File: src/rtl/reset_sequencer.sv
// Releases NUM_DOMAINS active-low resets in index order after a hold period and clock lock.
// Latency: first release HOLD_CYCLES+1 edges after reset; no backpressure (sw reset and lock loss restart the sequence).
module reset_sequencer #(
    parameter int NUM_DOMAINS = 3,
    parameter int HOLD_CYCLES = 16,
    parameter int STAGE_GAP   = 8
) (
    input  logic                   clk,
    input  logic                   i_rstn,
    input  logic                   i_sw_rst,
    input  logic                   i_lock,
    output logic [NUM_DOMAINS-1:0] o_rst_n,
    output logic                   o_done,
    output logic                   o_lock_lost,
    output logic [1:0]             o_state
);

    localparam int CW = (HOLD_CYCLES > 1) ? $clog2(HOLD_CYCLES) : 1;
    localparam int GW = (STAGE_GAP > 1) ? $clog2(STAGE_GAP) : 1;
    localparam int IW = (NUM_DOMAINS > 1) ? $clog2(NUM_DOMAINS) : 1;

    localparam logic [1:0] S_HOLD      = 2'd0;
    localparam logic [1:0] S_WAIT_LOCK = 2'd1;
    localparam logic [1:0] S_RELEASE   = 2'd2;
    localparam logic [1:0] S_DONE      = 2'd3;

    logic [1:0]             state_q, state_d;
    logic [CW-1:0]          cnt_q, cnt_d;
    logic [GW-1:0]          gap_q, gap_d;
    logic [IW-1:0]          idx_q, idx_d;
    logic [NUM_DOMAINS-1:0] rst_n_q, rst_n_d;
    logic                   done_q, done_d;
    logic                   lock_lost_q, lock_lost_d;
    logic [NUM_DOMAINS-1:0] rel_mask;

    // Releases form a thermometer code, so the next release is a shift-in of one.
    assign rel_mask = (rst_n_q << 1) | NUM_DOMAINS'(1);

    always_comb begin
        state_d     = state_q;
        cnt_d       = cnt_q;
        gap_d       = gap_q;
        idx_d       = idx_q;
        rst_n_d     = rst_n_q;
        done_d      = done_q;
        lock_lost_d = 1'b0;
        if (i_sw_rst) begin
            state_d = S_HOLD;
            cnt_d   = '0;
            gap_d   = '0;
            idx_d   = '0;
            rst_n_d = '0;
            done_d  = 1'b0;
        end else if (!i_lock && (state_q == S_RELEASE || state_q == S_DONE)) begin
            state_d     = S_HOLD;
            cnt_d       = '0;
            gap_d       = '0;
            idx_d       = '0;
            rst_n_d     = '0;
            done_d      = 1'b0;
            lock_lost_d = 1'b1;
        end else begin
            case (state_q)
                S_HOLD: begin
                    rst_n_d = '0;
                    done_d  = 1'b0;
                    if (cnt_q == CW'(HOLD_CYCLES - 1)) begin
                        state_d = S_WAIT_LOCK;
                        cnt_d   = '0;
                    end else begin
                        cnt_d = cnt_q + 1'b1;
                    end
                end
                S_WAIT_LOCK: begin
                    rst_n_d = '0;
                    done_d  = 1'b0;
                    if (i_lock) begin
                        rst_n_d = NUM_DOMAINS'(1);
                        idx_d   = '0;
                        gap_d   = '0;
                        if (NUM_DOMAINS == 1) begin
                            state_d = S_DONE;
                            done_d  = 1'b1;
                        end else begin
                            state_d = S_RELEASE;
                        end
                    end
                end
                S_RELEASE: begin
                    if (gap_q == GW'(STAGE_GAP - 1)) begin
                        rst_n_d = rel_mask;
                        idx_d   = idx_q + 1'b1;
                        gap_d   = '0;
                        if (&rel_mask) begin
                            state_d = S_DONE;
                            done_d  = 1'b1;
                        end
                    end else begin
                        gap_d = gap_q + 1'b1;
                    end
                end
                S_DONE: begin
                    rst_n_d = '1;
                    done_d  = 1'b1;
                end
                default: begin
                    state_d = S_HOLD;
                    rst_n_d = '0;
                    done_d  = 1'b0;
                end
            endcase
        end
    end

    always_ff @(posedge clk or negedge i_rstn) begin
        if (!i_rstn) begin
            state_q     <= S_HOLD;
            cnt_q       <= '0;
            gap_q       <= '0;
            idx_q       <= '0;
            rst_n_q     <= '0;
            done_q      <= 1'b0;
            lock_lost_q <= 1'b0;
        end else begin
            state_q     <= state_d;
            cnt_q       <= cnt_d;
            gap_q       <= gap_d;
            idx_q       <= idx_d;
            rst_n_q     <= rst_n_d;
            done_q      <= done_d;
            lock_lost_q <= lock_lost_d;
        end
    end

    assign o_rst_n     = rst_n_q;
    assign o_done      = done_q;
    assign o_lock_lost = lock_lost_q;
    assign o_state     = state_q;

endmodule

File: config.mk
export PLATFORM = sky130hd
export DESIGN_NAME = reset_sequencer
export DESIGN_NICKNAME = d
export VERILOG_FILES = /design/src/rtl/reset_sequencer.sv
export SDC_FILE = /design/constraint.sdc
export NUM_CORES = 1
export LEC_CHECK = 0
export BUFFER_PORTS_ARGS = -buffer_cell sky130_fd_sc_hd__buf_2
export CAP_MARGIN = 20
export CORE_ASPECT_RATIO = 0.9
export CORE_MARGIN = 2
export CORE_UTILIZATION = 35
export DETAILED_ROUTE_END_ITERATION = 16
export PLACE_DENSITY = 0.63
export SLEW_MARGIN = 20
export SYNTH_ARGS = -nofsm -noshare
export SYNTH_HDL_FRONTEND = slang
export SYNTH_SLANG_ARGS = --single-unit
export TNS_END_PERCENT = 1
File: constraint.sdc
create_clock -name clk -period 2.7 [get_ports clk]
set_clock_uncertainty 0.1 [all_clocks]
set_input_delay 0.54 -clock clk [delete_from_list [all_inputs] [get_ports clk]]
set_output_delay 0.54 -clock clk [all_outputs]
set_load 0.05 [all_outputs]
Word-level counts from Yosys, hierarchy flattened
Cells that the tools add are included.
{"block": "word_totals", "out_inout_bits": 7, "reg_bits": 14, "inputBits": 4}
{"block": "op_classes", "n_addsub": 2, "eq_ne": 9, "n_reduce_logical": 12, "n_mux": 28}
{"op": "$mux W3", "count": 7}
{"op": "$mux W4", "count": 4}
{"op": "$mux W2", "count": 6}
{"op": "$pmux W3 S4", "count": 1}
{"op": "$ne A4 B2 Y1 const B", "count": 2}
{"op": "$ne A4 B4 Y1 const B", "count": 2}
{"op": "$mux W1", "count": 7}
{"op": "$pmux W2 S3", "count": 1}
{"op": "$pmux W3 S2", "count": 1}
{"op": "$reduce_and A2 Y1", "count": 3}
{"op": "$reduce_and A5 Y1", "count": 1}
{"op": "$reduce_bool A5 Y1", "count": 1}
{"op": "$add A4 B1 Y4 const B", "count": 1}
{"op": "$eq A2 B2 Y1 const B", "count": 2}
{"op": "$eq A4 B4 Y1 const B", "count": 1}
{"op": "$reduce_bool A4 Y1", "count": 1}
{"op": "$add A3 B1 Y3 const B", "count": 1}
{"op": "$eq A3 B3 Y1 const B", "count": 1}
{"op": "$pmux W1 S3", "count": 1}
{"op": "$reduce_bool A3 Y1", "count": 1}
{"op": "$eq A2 B1 Y1 const B", "count": 1}
{"op": "$logic_not A2 Y1", "count": 1}
{"op": "$reduce_or A2 Y1", "count": 1}
{"op": "$logic_and A1 B1 Y1", "count": 1}
{"op": "other kinds (2)", "count": 2}

Depth between registers and ports, before layout
{"block": "logic_depth", "word_depth": 6, "mapped_depth": 7, "mapped_depth_nobuf": 6}

Worst setup path before layout
No wires, ideal clock.
{"block": "synth_path", "kind": "reg-to-reg", "from": "register state_q[1] (netlist: o_state[1])", "to": "register state_q[0] (netlist: o_state[0])", "required_time_ns": 2.506, "slack_ns": 0.569, "period_less_slack_ns": 2.131, "path_buffers": 0, "setup_ns": 0.094, "t_arrival_ns": 1.937, "stages_incl_launch_ff": 7, "path_cell_list": "dfrtp_1 -> inv_1 -> ha_1 -> o21bai_2 -> a221oi_2 -> nor2_1 -> a211oi_1"}
{"block": "synth_between", "elab_chain_len": 5, "elab_cells_between_ends": 15, "classes_between": "7 x eq/ne; 3 x mux; 5 x reduce/logical"}
{"element": "from (decl)", "line": "27", "rtl": "logic [1:0] state_q, state_d;"}
{"element": "from (signal assigned)", "line": "125", "rtl": "state_q <= state_d;"}
{"element": "$eq A2 B2 Y1, on equally long branches", "line": "54, 63"}
{"element": "$logic_or A1 B1 Y1", "line": "54", "rtl": "end else if (!i_lock && (state_q == S_RELEASE || state_q == S_DONE)) begin"}
{"element": "$logic_and A1 B1 Y1", "line": "54"}
{"element": "$ne A4 B4 Y1 (no source line) (tied with other cells)"}
{"element": "$reduce_and A5 Y1 (no source line) or $mux W2 (tied branches)"}
Several ways; a longest one is shown, not always the timed one.
A chain may end at the register's enable or synchronous reset.

Worst setup path in the final report
Ends and elaborated chain as after synthesis.

==> out/results.ini <==
[grt]
grt_util_all_layers_pct=11.90
grt_pass1_wl_um=2622
grt_overflow=0
grt_max_degree=15
antenna_found_initial=0
grt_pass1_vias=597

[sta]
setup-violations-final=0
max_freq_ghz=0.5168
hold_viol=0
worst_slew_pin_slew_ns=0.4293
post-route-period-util_pct=71.67
fin_crit_ns=1.935
fin_setup_tns_ns=0
final_max_slew_viol_count=0
setup_ws_ns=0.7649
rsz0062_at_grt=no
relSlewSlack_pct=71.31

[synth]
synth_mux_area_share_pct=2.336
synth_top_family_by_area=compound AO/OA/AOI/OAI gates
synth_top_area_cell=dfrtp_1
netlist_instances=84
yosys.area_share.simple_pct=18.25
synthesis.area_sq_um=857.1
syn_avg_cell_area_sq_um=10.20
ys_ff_latch=14
synth.area.top_cells=dfrtp_1 41%, ha_1 15%, nor2_1 5.3%
synth_fa_ha_area_share_pct=14.60
post_synth_num_cell_types=30
synth_xor_xnor_area_share_pct=1.022
synth_compound_area_share_pct=20.00
synth_ff_type=dfrtp_1
synth_common_cells=14 x dfrtp_1, 12 x nor2_1, 10 x ha_1
syn_nets=98
synth_top_area_share_pct=40.88
async_reset_ff_share_pct=100.0
synth_most_common_cell=dfrtp_1
synth_edf_count=0
synth_warnings=0
synth.yosys.seq_area_share_pct=40.88

[setup_path]
critPathCaptureType=register
crit_type=register to register
crit_arrival_ns=2.03
worstPathRequired_ns=2.79
cp-start-kind=register
crit_path_end=o_state[0]$_DFFE_PN0P_
r2r-start=o_state[1]$_DFFE_PN0P_
critPathLaunch=o_state[1]$_DFFE_PN0P_
r2r_cells=6
r2r-end=o_state[0]$_DFFE_PN0P_
r2r_slack_ns=0.76
worstPathMaxFanout=9

[clock_tree]
clk_path_buf_depth=2
holdBufCountCts=0
h-tree-depth=1
cts.sinks=14
cts_tree=yes
cts-resized-gates=0
worstSkewPairLatency_ns=0.28
clk_pin_slew_ns=0.08
cts_buffers=3
cts_root_buf=clkbuf_4
post_cts_buffers=0

[route]
vias=624
first_pass_iters=5
ant_nets=0
wl_per_cell_um=12.51
drc=0
drtIter0Drc=12
drt-total-wl_um=1539
vias_per_cell=5.073

[cells_and_area]
num_antenna_cells=0
final_core_util_pct=43.14
n_fill_cell=227
area_growth_pct=12.85
drive_above_1_share_pct=19.79
nets=111

[die]
core_area_sq_um=2242
die-area_sq_um=2861
die-height_um=50.95
die_w_um=56.16
rows=16
ios=11
start_util_pct=38.23

[place]
dp_slack_ns=0.7707
portBuffers=10
gp_congestion=0.8083
hpwl_um=1163

[min_path]
hold_class=input pin to async pin

[power]
power_density_nw_per_um2=403.7
leakage_nw=0.5042
vdd.ir_drop.worst_mv=0.2579

[flow_run]
cap_violations=0

[outcome]
outcome=finished clean

-- layer usage --
layer  track usage [%]  vias to the layer above  share of wire, %
met2             19.02                       15                45
met3             4.810                        2               5.0
met4             5.556                        0               1.4
li1                  -                      324                 -
met5                 0                        -                 0
met1             14.04                      283                48
-- power by group --
part	internal (W)	leakage, nW	total (W)	switching, W
combinational	0.00000796	0.290	0.0000227	0.0000148
clock	0.0000821	0.0210	0.000150	0.0000679
sequential	0.000213	0.193	0.000218	0.00000446
-- worst max-delay path: stages, from the launching register on --
cell	delay, ns
dfrtp_1	0.52
inv_1	0.18
ha_1	0.28
o21bai_2	0.23
a221oi_2	0.27
nor2_1	0.07
a211oi_1	0.20
-- final cells by class --
type	count	area, sq um	share of cell area, %
clock buffer	4	36.28	3.752
inverter	4	15.01	1.552
multi-input combinational	64	481.7	49.81
sequential	14	350.3	36.22
tap	27	33.78	3.493
timing repair buffer	10	50.05	5.175
-- metrics by stage --
step | hold slack, ns | cells | power [W] | instance area [sq um]
after global placement | 0.3589 | 119 | 0.0002454 | 930.9
after CTS | 0.04417 | 123 | 0.0003972 | 967.2
after floorplan | 0.1444 | 84 | 0.0002350 | 857.1
after detailed placement | 0.3569 | 119 | 0.0002457 | 930.9
after global routing | 0.05387 | 123 | 0.0004111 | 967.2
final | 0.03835 | 123 | 0.0003905 | 967.2
-- worst min path at each step --
| stage | to | slack [ns] | depth (start not counted) |
|---|---|---|---|
| finish | cnt_q[3]$_DFFE_PN0P_ | 0.04 | 1 |
| global route | cnt_q[2]$_DFFE_PN0P_ | 0.05 | 1 |
| CTS | cnt_q[1]$_DFFE_PN0P_ | 0.04 | 1 |
| detailed placement | cnt_q[1]$_DFFE_PN0P_ | 0.36 | 1 |
| global placement | cnt_q[1]$_DFFE_PN0P_ | 0.36 | 1 |
| floorplan | cnt_q[0]$_DFFE_PN0P_ | 0.14 | 0 |
-- sequential cells by signal, indices dropped and copies added, names as in the netlist --
name,cells
cnt_q,4
o_done,1
gap_q,3
o_rst_n,3
o_state,2
o_lock_lost,1
-- kinds of logic after synthesis --
logic type      Yosys count
xor+xnor                  1
mux                       2
flops                    14
compound gates           23
buf+inv                   6
fa+ha+maj                10
simple gates             28
-- cell usage in the layout (no fill, tap or decap), types with 3 or more instances in the layout --
cell type and n:
buf_2 10, ha_1 10, nor2b_1 3, a21oi_1 7, inv_1 4, dfrtp_1 14, nor2_1 12, nand2_1 4
clkbuf_4 3, a21o_1 3
Power figures use the tool's default switching activity.
